===== src/rtl/sequential_adder.sv =====
// sequential_adder: multi-cycle adder/subtractor that processes K bits per
// clock over N/K cycles, with valid/ready handshakes on input and output.
module sequential_adder #(
    parameter int N = 8,
    parameter int K = 4
) (
    input  logic         clk,
    input  logic         rst,
    input  logic         i_valid,
    output logic         i_ready,
    input  logic [N-1:0] a,
    input  logic [N-1:0] b,
    input  logic         c_in,
    input  logic         sub,
    output logic         o_valid,
    input  logic         o_ready,
    output logic [N-1:0] sum,
    output logic         c_out,
    output logic         overflow
);

    generate
        if (K < 1) begin : g_bad_k
            $error("sequential_adder: K must be >= 1");
        end else if ((N % K) != 0) begin : g_bad_nk
            $error("sequential_adder: N must be a multiple of K");
        end
    endgenerate

    localparam int CHUNKS = N / K;
    localparam int IDXW   = (CHUNKS > 1) ? $clog2(CHUNKS) : 1;
    localparam logic [IDXW-1:0] LAST_IDX = IDXW'(CHUNKS - 1);

    typedef enum logic [1:0] {
        IDLE,
        BUSY,
        DONE
    } state_t;

    state_t          state;
    state_t          state_nxt;

    logic [N-1:0]    op_a;
    logic [N-1:0]    op_b;      // already inverted for subtraction
    logic            carry;
    logic [IDXW-1:0] idx;

    logic [K-1:0]    chunk_a;
    logic [K-1:0]    chunk_b;
    logic [K-1:0]    chunk_sum;
    logic            chunk_co;
    logic            chunk_msb_ci;
    logic            last_chunk;

    // Current chunk slice of the latched operands and its K-bit ripple sum.
    always_comb begin
        chunk_a = op_a[idx*K +: K];
        chunk_b = op_b[idx*K +: K];
        {chunk_co, chunk_sum} = {1'b0, chunk_a} + {1'b0, chunk_b} + {{K{1'b0}}, carry};
        // Carry into the chunk MSB recovered from the MSB sum bit.
        chunk_msb_ci = chunk_a[K-1] ^ chunk_b[K-1] ^ chunk_sum[K-1];
        last_chunk   = (idx == LAST_IDX);
    end

    // State register; reset overrides any handshake in the same cycle.
    always_ff @(posedge clk) begin
        if (rst) begin
            state <= IDLE;
        end else begin
            state <= state_nxt;
        end
    end

    // Next-state logic and handshake outputs.
    always_comb begin
        state_nxt = state;
        i_ready   = 1'b0;
        o_valid   = 1'b0;
        case (state)
            IDLE: begin
                i_ready = 1'b1;
                if (i_valid) begin
                    state_nxt = BUSY;
                end
            end
            BUSY: begin
                if (last_chunk) begin
                    state_nxt = DONE;
                end
            end
            DONE: begin
                o_valid = 1'b1;
                if (o_ready) begin
                    state_nxt = IDLE;
                end
            end
            default: state_nxt = IDLE;
        endcase
    end

    // Operand capture, per-chunk accumulation and final flag capture.
    always_ff @(posedge clk) begin
        if (rst) begin
            op_a     <= '0;
            op_b     <= '0;
            carry    <= 1'b0;
            idx      <= '0;
            sum      <= '0;
            c_out    <= 1'b0;
            overflow <= 1'b0;
        end else begin
            case (state)
                IDLE: begin
                    if (i_valid) begin
                        // Subtraction as a + ~b + ~borrow_in.
                        op_a  <= a;
                        op_b  <= b ^ {N{sub}};
                        carry <= c_in ^ sub;
                        idx   <= '0;
                    end
                end
                BUSY: begin
                    sum[idx*K +: K] <= chunk_sum;
                    carry           <= chunk_co;
                    if (last_chunk) begin
                        idx      <= '0;
                        c_out    <= chunk_co;
                        overflow <= chunk_msb_ci ^ chunk_co;
                    end else begin
                        idx <= idx + 1'b1;
                    end
                end
                default: ;
            endcase
        end
    end

endmodule


===== config.mk =====
export PLATFORM = sky130hd
export DESIGN_NAME = sequential_adder
export DESIGN_NICKNAME = d
export VERILOG_FILES = /design/src/rtl/sequential_adder.sv
export SDC_FILE = /design/constraint.sdc
export NUM_CORES = 1
export LEC_CHECK = 0
export BUFFER_PORTS_ARGS = -buffer_cell sky130_fd_sc_hd__buf_2
export CORE_ASPECT_RATIO = 0.8
export CORE_MARGIN = 3
export CORE_UTILIZATION = 55
export DETAILED_ROUTE_END_ITERATION = 8
export PLACE_DENSITY = 0.78
export SLEW_MARGIN = 10
export SYNTH_ARGS = -nofsm -noshare
export SYNTH_HDL_FRONTEND = slang
export SYNTH_SLANG_ARGS = --single-unit

===== constraint.sdc =====
create_clock -name clk -period 4.7 [get_ports clk]
set_input_delay 0.705 -clock clk [delete_from_list [all_inputs] [get_ports clk]]
set_output_delay 0.705 -clock clk [all_outputs]
set_load 0.1 [all_outputs]

## Word-level counts from Yosys, hierarchy flattened

Cells that the tools add are included.

- Reduce and logical (&&, ||, !) cells: 6
- Shifts and indexed selects: 4
- Bitwise gates (word level): 5
- $add $sub $neg: 4
- Mux-type cells: 12
- Equality and inequality tests: 5

Operators by type and width:

| operator | number |
|---|---|
| $neg A3 Y34 | 1 |
| $shift A4 B34 Y8 const A | 1 |
| $shiftx A4 B34 Y8 | 1 |
| $shiftx A8 B4 Y4 | 2 |
| $bwmux W8 | 1 |
| $xor A8 B8 Y8 | 1 |
| $mux W2 | 3 |
| $ne A2 B2 Y1 const B | 3 |
| $pmux W2 S3 | 1 |
| $reduce_and A2 Y1 | 3 |
| $add A4 B4 Y5 | 1 |
| $add A5 B1 Y5 | 1 |
| $mux W1 | 5 |
| $pmux W1 S2 | 2 |
| $xor A1 B1 Y1 | 4 |
| $reduce_and A3 Y1 | 1 |
| $eq A2 B1 Y1 const B | 1 |
| $eq A2 B2 Y1 const B | 1 |
| $logic_not A2 Y1 | 1 |
| $reduce_bool A2 Y1 | 1 |
| $add A1 B1 Y1 const B | 1 |

- Input bits: 22
- Logic and storage cells: 44
- Register bits after elaboration: 30
- Output and inout bits: 12

## Depth between registers and ports, before layout

- Depth after elaboration: 5
- Depth in mapped cells: 9
- Gate-level depth less buffers: 8

## Least setup slack after synthesis

Ideal clock, no wire load.

- Kind: register to output
- From: reg state[1]
- To: out o_valid
- Setup slack: 2,246 ps
- Data arrival time: 1,749 ps
- Data required time: 3,995 ps
- Cell stages (with the launch flop): 3
- Cells stage by stage: dfxtp_1 > inv_2 > nor2_1

- Word-level cells in the longest chain between the ends: 2

RTL lines:

| item | RTL line | source |
|---|---|---|
| start, declared | 40 | `state_t state;` |
| start signal, assigned | 70 | `state <= state_nxt;` |
| $eq A2 B2 Y1 | 79 | `case (state)` |
| $mux W1 | 79 |  |
| end, declared | 15 | `output logic o_valid,` |

Every way passes these cells.

## Worst setup path in the final report

- From: reg idx
- To: reg carry

- Word-level cells in the longest chain between the ends: 4
- Elaborated cells on any way between the ends: 5
- Classes of those cells: 2 x add/sub; 2 x shift; 1 x mux

RTL lines:

| item | RTL line | source |
|---|---|---|
| start, declared | 46 | `logic [IDXW-1:0] idx;` |
| start signal, assigned | 130 | `idx <= idx + 1'b1;` |
| $shiftx A8 B4 Y4, on equally long branches | 57, 58 |  |
| $add A4 B4 Y5 (*) | 59 | `{chunk_co, chunk_sum} = {1'b0, chunk_a} + {1'b0, chunk_b} + {{K{1'b0}}, carry};` |
| $add A5 B1 Y5 (*) | 59 |  |
| $pmux W1 S2 (*) | 112 | `case (state)` |
| end signal, assigned | 118 | `carry <= c_in ^ sub;` |
| end signal, assigned | 124 | `carry <= chunk_co;` |
| end, declared | 45 | `logic carry;` |

Mark *: on every way between the ends. The rest lies on a longest branch, timed or not.
A chain may end at the register's enable or synchronous reset.

==> results.rst <==
.. list-table::
   :header-rows: 1

   * - Metric
     - Value
   * - Global-route wire length before repair
     - 5040 microns
   * - Total vias in the final route
     - 1173
   * - Number of hold violations in the final report
     - 0
   * - Total negative slack for setup checks
     - 0 ns
   * - Avg Vias per Cell
     - 5.26
   * - Number of primary I/O pins
     - 34
   * - Highest attainable clock frequency
     - 0.398 GHz
   * - Final clock period utilization by the worst path
     - 53.5%
   * - Most common cell after layout, fill and taps aside
     - sky130_fd_sc_hd__buf_2
   * - Antenna diodes
     - 0
   * - Synthesized netlist net count
     - 186
   * - DRC violation count after routing
     - 0
   * - Cell taking the most area after synthesis
     - sky130_fd_sc_hd__dfxtp_1
   * - Net switching power
     - 196 uW
   * - Cell internal power dissipation
     - 378 uW
   * - Placement-stage worst setup slack
     - 2.24 ns
   * - Overall fraction of global-route tracks in use
     - 19.9%
   * - Unrepaired setup endpoints after global routing
     - no
   * - Critical Path AT
     - 2.73 ns
   * - Share of Yosys cell area claimed by the top area cell type
     - 41.8%
   * - Post-synthesis area per instance
     - 9.03 sq um
   * - Number of iterations in the first detailed-routing pass
     - 4
   * - Worst min path class
     - reg2reg
   * - Worst ir drop on vdd
     - 0.190 mV
   * - Post-layout nets
     - 216
   * - Via count of the first global-routing pass
     - 1168
   * - Setup slack after layout
     - 2.18 ns
   * - Synth unique cells
     - 30
   * - Pin count of the biggest net entering global routing
     - 33
   * - Post-CTS setup buffer count
     - 0
   * - Power per unit of standard cell area
     - 355 mW/mm^2
   * - Clock group share of total power
     - 24.4%
   * - Fin Clk Skew
     - 0.00921 ns
   * - Number of max-slew violations in the final report
     - 0
   * - RD Place Congestion
     - 0.760
   * - # Max-Cap Violations
     - 0
   * - Number of sinks driven by the clock tree
     - 30
   * - Count of instances resized after the clock tree is built
     - 0
   * - Chip height
     - 51.7 microns
   * - Routed wire length
     - 2850 microns
   * - Initial cell density of the core
     - 62.2%
   * - Clock root buffer
     - sky130_fd_sc_hd__clkbuf_4
   * - Worst-path fanout max
     - 13
   * - Switching share of power
     - 34.2%
   * - Required time at the endpoint of the critical path
     - 4.92 ns
   * - IO buf count
     - 33
   * - Overall die area
     - 0.00326 sq mm
   * - Top post-synthesis cells by area
     - sky130_fd_sc_hd__dfxtp_1 (42%), sky130_fd_sc_hd__nand2_1 (6.8%), sky130_fd_sc_hd__xnor2_1 (6.1%)
   * - Share of synthesized area occupied by flip-flops and latches
     - 41.8%
   * - Clock-pin transition on the worst setup and hold timing paths
     - 0.09 ns
   * - Final global-route overflow total
     - 0
   * - Proportion of power drawn by flip-flops and latches
     - 50.2%
   * - TritonCTS Buffers
     - 5
   * - Share of cells above drive strength 1
     - 26.5%
   * - Capturing element type of the critical path
     - flip-flop
   * - Slew Limit Headroom
     - 45.9%
   * - Half-perimeter wire length of the detailed placement result
     - 2160 microns
   * - Setup Crit Path Kind
     - reg2reg
   * - Latest clock arrival within the worst-skew pair
     - 0.33 ns
   * - Synthesized flop and latch total
     - 30
   * - Initial antenna violation count
     - 0
   * - Run status
     - finished clean
   * - Antenna Violating Nets Remaining
     - 0
   * - CTS tree
     - yes
   * - Number of standard cells after synthesis
     - 159
   * - Final-layout fill cell count
     - 219
   * - Number of DRC markers after the initial detailed-route iteration
     - 19
   * - Row cnt
     - 15
   * - CP peak stage delay
     - 0.66 ns
   * - Cell Area, Synth
     - 0.00144 sq mm
   * - Final count of negative-setup-slack endpoints
     - 0
   * - Slowest CP cell
     - sky130_fd_sc_hd__dfxtp_1
   * - Transition time of the tightest slew-check pin
     - 0.812 ns
   * - Number of hold-repair buffers added at the cts stage
     - 0
   * - Leakage power of the design
     - 0.680 nW
   * - Average wire per cell in the routed design
     - 12.8 microns
   * - Final Critical Period
     - 2.52 ns
   * - Most numerous cell on the critical path
     - sky130_fd_sc_hd__fa_1
   * - Most frequent cells in the layout
     - sky130_fd_sc_hd__buf_2 (33), sky130_fd_sc_hd__dfxtp_1 (30), sky130_fd_sc_hd__nand2_1 (26)
   * - Startpoint type of the worst setup path
     - flip-flop
   * - Relative area change from synthesis to final layout
     - 12.5%
   * - Core footprint
     - 0.00231 sq mm
   * - Cell breakdown of the critical path
     - mux2_2 > fa_1 > inv_1 > fa_1 > nand2b_1 > a21oi_1 > mux2i_1 > a211oi_1
   * - Clock Tree Buf Depth
     - 2
   * - Yosys warning total
     - 0
   * - Chip width
     - 63.1 microns
   * - Share of total power in combinational logic
     - 25.5%
   * - Depth of the CTS H-tree
     - 2
[power by group through the flow]
stage,Combinational (mW),Sequential (mW),Clock (mW)
floorplan,0.0944,0.321,0
global placement,0.142,0.293,0
detailed placement,0.147,0.294,0
CTS,0.147,0.288,0.140
global route,0.159,0.291,0.150
finish,0.146,0.288,0.140
[worst max-delay path: cells and delay by family, from the launching register on]
kind / cells / cell delay [ns]
DFF: 1 / 0.66
adders and majority gates: 2 / 0.56
AOI/OAI and AO/OA: 2 / 0.55
muxes: 2 / 0.41
and+or+nand+nor: 1 / 0.16
buffers and inverters: 1 / 0.05
[cell usage after synthesis]
master and count:
sky130_fd_sc_hd__a211oi_1 8, sky130_fd_sc_hd__or3_1 1, sky130_fd_sc_hd__a21oi_1 17, sky130_fd_sc_hd__nor2_1 19, sky130_fd_sc_hd__a211oi_2 4, sky130_fd_sc_hd__a21o_1 1
sky130_fd_sc_hd__fa_1 2, sky130_fd_sc_hd__nand2_1 26, sky130_fd_sc_hd__buf_6 4, sky130_fd_sc_hd__buf_2 1, sky130_fd_sc_hd__o31ai_1 2, sky130_fd_sc_hd__xor2_1 2
sky130_fd_sc_hd__and2_1 1, sky130_fd_sc_hd__buf_4 1, sky130_fd_sc_hd__nor3_1 1, sky130_fd_sc_hd__xnor2_1 10, sky130_fd_sc_hd__inv_2 1, sky130_fd_sc_hd__and3_1 1
sky130_fd_sc_hd__dfxtp_1 30, sky130_fd_sc_hd__inv_1 3, sky130_fd_sc_hd__nor3b_1 1, sky130_fd_sc_hd__nand2b_1 1, sky130_fd_sc_hd__nand3_1 1, sky130_fd_sc_hd__o21ai_0 1
sky130_fd_sc_hd__mux2_2 6, sky130_fd_sc_hd__nor2_4 1, sky130_fd_sc_hd__ha_1 3, sky130_fd_sc_hd__nand3b_1 3, sky130_fd_sc_hd__clkbuf_1 4, sky130_fd_sc_hd__mux2i_1 3
[kinds of logic (layout without fill, tap and decap cells)]
family	Yosys count	in the layout	share of synthesized area, %
buffers and inverters	14	44	6.10
AOI/OAI and AO/OA	33	33	15.5
xor gates and xnor gates	12	12	7.32
DFF	30	30	41.8
adders and majority gates	5	5	5.40
muxes	9	9	6.79
and+or+nand+nor	56	56	17.1
[worst paths after layout]
kind | end | cells after the start | slack, ns | from
worst min register to register | sum[6]$_SDFFE_PP0P_ | 2 | 0.46 | sum[6]$_SDFFE_PP0P_
worst max register to register | carry$_SDFFE_PP0P_ | 8 | 2.18 | idx$_SDFFE_PP0P_
worst max-delay path | carry$_SDFFE_PP0P_ | 8 | 2.18 | idx$_SDFFE_PP0P_
worst min-delay path | sum[6]$_SDFFE_PP0P_ | 2 | 0.46 | sum[6]$_SDFFE_PP0P_
[flip-flops by register name, indices dropped and copies added (netlist names)]
signal,flops
op_a,8
idx,1
overflow,1
state,2
c_out,1
carry,1
op_b,8
sum,8
[cell type report]
class / count / area [sq um] / area share, %
Multi-Input combinational cell: 115 / 748 / 46.3
Sequential cell: 30 / 601 / 37.2
Timing Repair Buffer: 33 / 165 / 10.2
Clock buffer: 7 / 45.0 / 2.79
Tap cell: 34 / 42.5 / 2.63
Inverter: 4 / 15.0 / 0.929
[layer usage]
layer	vias to the layer above	GRT usage, %	wire length, microns
li1	593	-	-
met1	545	24.0	1370
met2	28	33.1	1280
met3	7	6.05	175
met4	0	8.79	32
met5	-	0	0
[through the flow]
step	instances	hold slack (ns)	power (mW)	cell area [sq um]	utilization, %
3_3_place_gp	216	0.442	0.435	1570	68.1
4_1_cts	223	0.460	0.575	1620	70.0
3_5_place_dp	216	0.448	0.440	1570	68.1
6_report	223	0.458	0.574	1620	70.0
2_1_floorplan	159	0.433	0.415	1440	-
5_1_grt	223	0.488	0.600	1620	70.0
(Power assumes the default switching activity.)
